$ cat src/rtl/instr_encoder_loader.sv
// instr_encoder_loader
// Packs decoded instruction fields into 16-bit words and writes them to
// consecutive instruction-memory addresses during a load session.
// Optional readback-and-compare of every written word is enabled by
// defining INSTR_ENC_READBACK_EN.

module instr_encoder_loader #(
  parameter int ADDR_W = 8
) (
  input  logic              clk,
  input  logic              rst_n,
  input  logic              start,
  input  logic [ADDR_W-1:0] base_addr,
  input  logic [ADDR_W:0]   count,
  input  logic              in_valid,
  output logic              in_ready,
  input  logic [2:0]        fmt,
  input  logic [4:0]        opcode,
  input  logic [2:0]        rd,
  input  logic [2:0]        rm,
  input  logic [2:0]        rn,
  input  logic [1:0]        alu_op,
  input  logic [10:0]       imm,
  input  logic [3:0]        cond,
  output logic              mem_we,
  output logic [ADDR_W-1:0] mem_addr,
  output logic [15:0]       mem_data,
  output logic              busy,
  output logic              done,
  output logic              err,
  output logic [ADDR_W:0]   words_written
`ifdef INSTR_ENC_READBACK_EN
  ,
  output logic              mem_re,
  input  logic [15:0]       mem_rdata,
  output logic              mismatch
`endif
);

`ifdef INSTR_ENC_READBACK_EN
  typedef enum logic [2:0] {IDLE, ACCEPT, WRITE, DONE, READ, CHECK} state_t;
`else
  typedef enum logic [1:0] {IDLE, ACCEPT, WRITE, DONE} state_t;
`endif

  localparam logic [ADDR_W:0] ONE_WORD = {{ADDR_W{1'b0}}, 1'b1};

  state_t            state;
  logic [ADDR_W:0]   remaining;
  logic [15:0]       enc_word;
  logic              fmt_legal;

  // Combinational field packer; formats 5-7 are flagged illegal
  always_comb begin
    enc_word  = 16'h0000;
    fmt_legal = 1'b1;
    case (fmt)
      3'd0:    enc_word = {opcode, rd, rm, rn, alu_op};
      3'd1:    enc_word = {opcode, rd, imm[7:0]};
      3'd2:    enc_word = {opcode, rd, rm, imm[4:0]};
      3'd3:    enc_word = {opcode, imm[10:0]};
      3'd4:    enc_word = {opcode[4:1], cond, imm[7:0]};
      default: fmt_legal = 1'b0;
    endcase
  end

  // Session FSM with all outputs registered alongside the state
  always_ff @(posedge clk or negedge rst_n) begin
    if (!rst_n) begin
      state         <= IDLE;
      remaining     <= '0;
      in_ready      <= 1'b0;
      mem_we        <= 1'b0;
      mem_addr      <= '0;
      mem_data      <= 16'h0000;
      busy          <= 1'b0;
      done          <= 1'b0;
      err           <= 1'b0;
      words_written <= '0;
`ifdef INSTR_ENC_READBACK_EN
      mem_re        <= 1'b0;
      mismatch      <= 1'b0;
`endif
    end else begin
      mem_we <= 1'b0;
      done   <= 1'b0;
`ifdef INSTR_ENC_READBACK_EN
      mem_re <= 1'b0;
`endif
      case (state)
        IDLE: begin
          if (start) begin
            mem_addr      <= base_addr;
            remaining     <= count;
            err           <= 1'b0;
            words_written <= '0;
            busy          <= 1'b1;
`ifdef INSTR_ENC_READBACK_EN
            mismatch      <= 1'b0;
`endif
            if (count == '0) begin
              state <= DONE;
              done  <= 1'b1;
            end else begin
              state    <= ACCEPT;
              in_ready <= 1'b1;
            end
          end
        end

        ACCEPT: begin
          if (in_valid) begin
            if (fmt_legal) begin
              mem_data <= enc_word;
              mem_we   <= 1'b1;
              in_ready <= 1'b0;
              state    <= WRITE;
            end else begin
              err <= 1'b1;
            end
          end
        end

        WRITE: begin
`ifdef INSTR_ENC_READBACK_EN
          mem_re <= 1'b1;
          state  <= READ;
`else
          mem_addr      <= mem_addr + 1'b1;
          remaining     <= remaining - 1'b1;
          words_written <= words_written + 1'b1;
          if (remaining == ONE_WORD) begin
            state <= DONE;
            done  <= 1'b1;
          end else begin
            state    <= ACCEPT;
            in_ready <= 1'b1;
          end
`endif
        end

`ifdef INSTR_ENC_READBACK_EN
        READ: begin
          state <= CHECK;
        end

        CHECK: begin
          if (mem_rdata != mem_data) begin
            mismatch <= 1'b1;
          end
          mem_addr      <= mem_addr + 1'b1;
          remaining     <= remaining - 1'b1;
          words_written <= words_written + 1'b1;
          if (remaining == ONE_WORD) begin
            state <= DONE;
            done  <= 1'b1;
          end else begin
            state    <= ACCEPT;
            in_ready <= 1'b1;
          end
        end
`endif

        DONE: begin
          busy  <= 1'b0;
          state <= IDLE;
        end

        default: begin
          state <= IDLE;
        end
      endcase
    end
  end

endmodule

$ cat config.mk
export PLATFORM = sky130hd
export DESIGN_NAME = instr_encoder_loader
export DESIGN_NICKNAME = d
export VERILOG_FILES = /design/src/rtl/instr_encoder_loader.sv
export SDC_FILE = /design/constraint.sdc
export NUM_CORES = 1
export LEC_CHECK = 0
export CORE_MARGIN = 2
export CORE_UTILIZATION = 45
export CTS_CLUSTER_DIAMETER = 120
export CTS_CLUSTER_SIZE = 24
export DETAILED_ROUTE_END_ITERATION = 12
export DONT_BUFFER_PORTS = 1
export PLACE_DENSITY_LB_ADDON = 0.1
export SYNTH_ARGS = -nofsm -noshare
export SYNTH_HDL_FRONTEND = slang
export SYNTH_SLANG_ARGS = --single-unit
$ cat constraint.sdc
create_clock -name clk -period 4 [get_ports clk]
set_input_delay 0.8 -clock clk [delete_from_list [all_inputs] [get_ports clk]]
set_output_delay 0.8 -clock clk [all_outputs]
set_load 0.005 [all_outputs]
==> run summary <==
The number of buffers on the longest clock path came out at 2. Detailed placement finished with a half-perimeter wire length of 4130 um. Once detail routing completed, the nets flagged for antenna violations numbered 0. Of the total power, the clock network draws 0.220. The die is 81.3 um wide. The post-CTS setup buffer count came out at 0. Synthesis produced a netlist whose cell count is ~290. The filler cell count came out at 548. The largest net degree at the start of global routing came out at 50. The minimum clock period after layout is 2.20 ns. The post-synthesis sequential element count came out at 49. The sum of routed wire segments on met1 is 2650 um. For this run, the total global-route usage over all layers was measured as 0.180. In the final design database the tool counted about 340 nets. The clock-pin transition on the worst setup and hold timing paths is 0.09 ns.

The count of buffers added on input and output ports is 0. The number of primary I/O pins is 93. The max-slew violation total from the final report is 0. The maximum single-stage delay on the critical path came out at about 0.86 ns.

The kind of cell with the highest combined delay along the critical path is simple AND/OR/NAND/NOR gates. At the placement stage, the worst setup path has a slack of 1.54 ns. Summed over all instances, the cell type with the most area after synthesis is dfrtp_1.

The met2 wire length is around 2600 um. The number of H-tree levels is 2. The switching power is 0.688 mW.

Counting the buffers created by CTS gives 5. The setup path with the least slack is of type flip-flop to flip-flop. In this run the critical register-to-register path is captured at mem_data[9]. Wire segments on met3 add up to 627 um in the final route. The cell area that synthesis handed to floorplanning was between 0.002 and 0.003 mm2. The clock reaches the later pin of the worst-skew pair after 0.30 ns. The detailed router finished its first iteration with between 80 and 90 violations. TritonCTS built the clock tree. The weighted congestion at the end of routability-driven global placement is 0.763. STA classifies the critical path startpoint as a flip-flop.

The detailed-route via count came out at 2,074. The number of endpoints with negative hold slack in the final report was 0. The post-route DRC violation count is 0. The number of violations of the max-capacitance limit is 0. After synthesis, the share of flip-flops with an asynchronous set or reset is 1.00.

The worst setup slack after layout is 1.80 ns. The part of the total power dissipated in sequential elements came out at 0.474. Ranked by instance count, the synthesized netlist is headed by 49 x dfrtp_1, 27 x a21oi_1, 25 x nor2_1, 20 x nand2_1, 17 x o21ai_0.

The number of detailed-route iterations in the first pass is 4. The growth of design area from synthesis to finish is 5.12%. After detailed routing, the number of vias per cell comes to 5.88.

Signal routing reaches up to met4. The total wirelength of the detailed-routed design is 5990 um. Of the total power, the share spent switching nets is 0.365. The ratio of total power to cell area is 666 mW/mm2. STA classifies the critical path endpoint as a flip-flop. The final routed wire length divided by cell count came out at 17.0 um. The tree is rooted in a clkbuf_8. The worst-case register-to-register setup slack came out at 1.80 ns. The path class of the tightest hold or removal check is input pin to async pin.

The total area inside the core boundary comes to 0.00585 mm2. The number of cells on the worst reg-to-reg path came out at 5. Static timing analysis puts the maximum clock frequency at 456 MHz. The total number of yosys warnings is 0. The largest voltage drop on the vdd net is 0.000284 V. The period utilization came out at 0.549. The total negative slack is 0 ns.

The number of antenna cells inserted is 0. The flow ran to the end, and the final reports show no timing, DRC or antenna violations. The final design utilization came out at 0.483. The power after layout is 1.88 mW. The via count of the first global-routing pass is roughly 1,900. The sequential fraction of the synthesis area came out at 0.456. The static power due to leakage came out at 1.17 nW. For this configuration, the core starts out at a cell density of 0.460. Buffers inserted to repair hold after CTS numbered 0.

The tightest hold margin came out at about 0.18 ns. The endpoint arrival time on the critical path came out at 2.38 ns. The startpoint identified for the worst register-to-register timing path is state[1]. The global-route wire length before repair came out at 9130 um. The maximum net fanout on the critical path is 38.

Setup repair after global routing left no endpoint under its margin. The number of enable-type register cells in the synthesized netlist came out at 0. The die area is between 0.006 and 0.007 mm2. The count of buffer and inverter cells on the critical path is 1. The die is 81.3 um tall. After synthesis, the netlist uses 52 different library cells. The site row count is 28.

The most common cell in the synthesized netlist is dfrtp_1. Clock skew on the completed layout was measured at 0.00671 ns. The internal power component came out at between 1 and 1.5 mW. The share of synthesized area in the top cell type comes to 0.456. CTS saw 49 sinks. The mean post-synth cell area is 9.44 um2.

The normalized max-slew margin came out at 0.316. The slowest stage of the critical path belongs to the cell and3_1. STA puts the critical path data required time at 4.19 ns. Of the total power, combinational logic draws 0.306. Yosys attributes the largest share of cell area to dfrtp_1 46%, a21oi_1 5.0%, nor2_1 3.5%.

The depth of the critical timing path with buffers and inverters included is 5. The global-route congestion overflow total came out at 0. The main flop type after synthesis is dfrtp_1. The number of antenna violations at the first check in global routing came out at 0. The critical path goes through buf_4, nor2b_1, and3_1, o221ai_1, o21a_1. The pin slew with the least headroom to its limit is 1.03 ns. Setup violations remaining at the end of the flow were counted as 0. The number of nets produced by synthesis came out at 344. Of the cells placed in the final design, the portion with a size suffix greater than 1 is 0.0827. Gates resized during post-CTS repair numbered 0.
==> power groups by stage <==
| stage | sequential, mW | clock, mW | combinational (mW) |
|---|---|---|---|
| after floorplan | 0.845 | 0 | 0.503 |
| after global placement | 0.903 | 0 | 0.570 |
| after detailed placement | 0.902 | 0 | 0.578 |
| after CTS | 0.893 | 0.430 | 0.579 |
| after global routing | 0.927 | 0.454 | 0.658 |
| final | 0.893 | 0.415 | 0.576 |
==> sequential cells by signal, summed over array words and instances, names as in the netlist <==
signal and cells:
in_ready 1, state 2, mem_addr 8, mem_data 16, remaining 9, done 1, mem_we 1, busy 1
words_written 9, err 1
==> layer usage <==
metal | track usage | vias to the layer above
met5 | 0 | -
met4 | 0.0610 | 0
met3 | 0.0700 | 9
met2 | 0.274 | 92
met1 | 0.235 | 959
li1 | - | 1014
==> metrics by stage <==
stage	instances	instance area [um2]
after global placement	345	2690
after global routing	353	2830
after CTS	353	2830
after floorplan	285	2690
final	353	2830
after detailed placement	345	2690
==> cell usage in the layout (no fill, tap or decap), drive strengths merged, types with 5 or more instances in the layout <==
cell type,count
nor2b,12
a21oi,27
mux2i,5
mux2,5
nand4,5
a31oi,12
nand3,8
dfrtp,49
nor3b,5
clkbuf,5
o21ai,19
nand2,20
nor2,25
inv,11
and3,5
==> final cells by class <==
type	instances	area, um2	share of cell area
multi-input cells	206	1300	0.461
flip-flops and latches	49	1230	0.434
well taps	75	93.8	0.0332
clock buffers	5	68.8	0.0243
clock inverters	3	65.1	0.0230
inverters	11	41.3	0.0146
repair buffers	4	30.0	0.0106
==> kinds of logic (layout without fill, tap and decap cells) <==
| group | after synthesis | after routing | synth area share |
|---|---|---|---|
| and+or+nand+nor | 96 | 96 | 0.190 |
| xor gates and xnor gates | 2 | 2 | 0.00651 |
| buffers and inverters | 30 | 23 | 0.0600 |
| muxes | 10 | 10 | 0.0423 |
| adders and majority gates | 4 | 4 | 0.0186 |
| DFF | 49 | 49 | 0.456 |
| AOI/OAI and AO/OA | 94 | 94 | 0.227 |
==> worst max-delay path by stage <==
stage                         from           end  slack (ns)
after global placement      fmt[0]   mem_data[9]        1.58
after CTS                 state[1]  mem_data[10]        1.79
after global routing      state[1]   mem_data[8]        1.59
after detailed placement    fmt[0]  mem_data[10]        1.54
final                     state[1]   mem_data[9]        1.80
after floorplan             fmt[1]  mem_data[12]        2.10
Power figures use the tool's default switching activity.
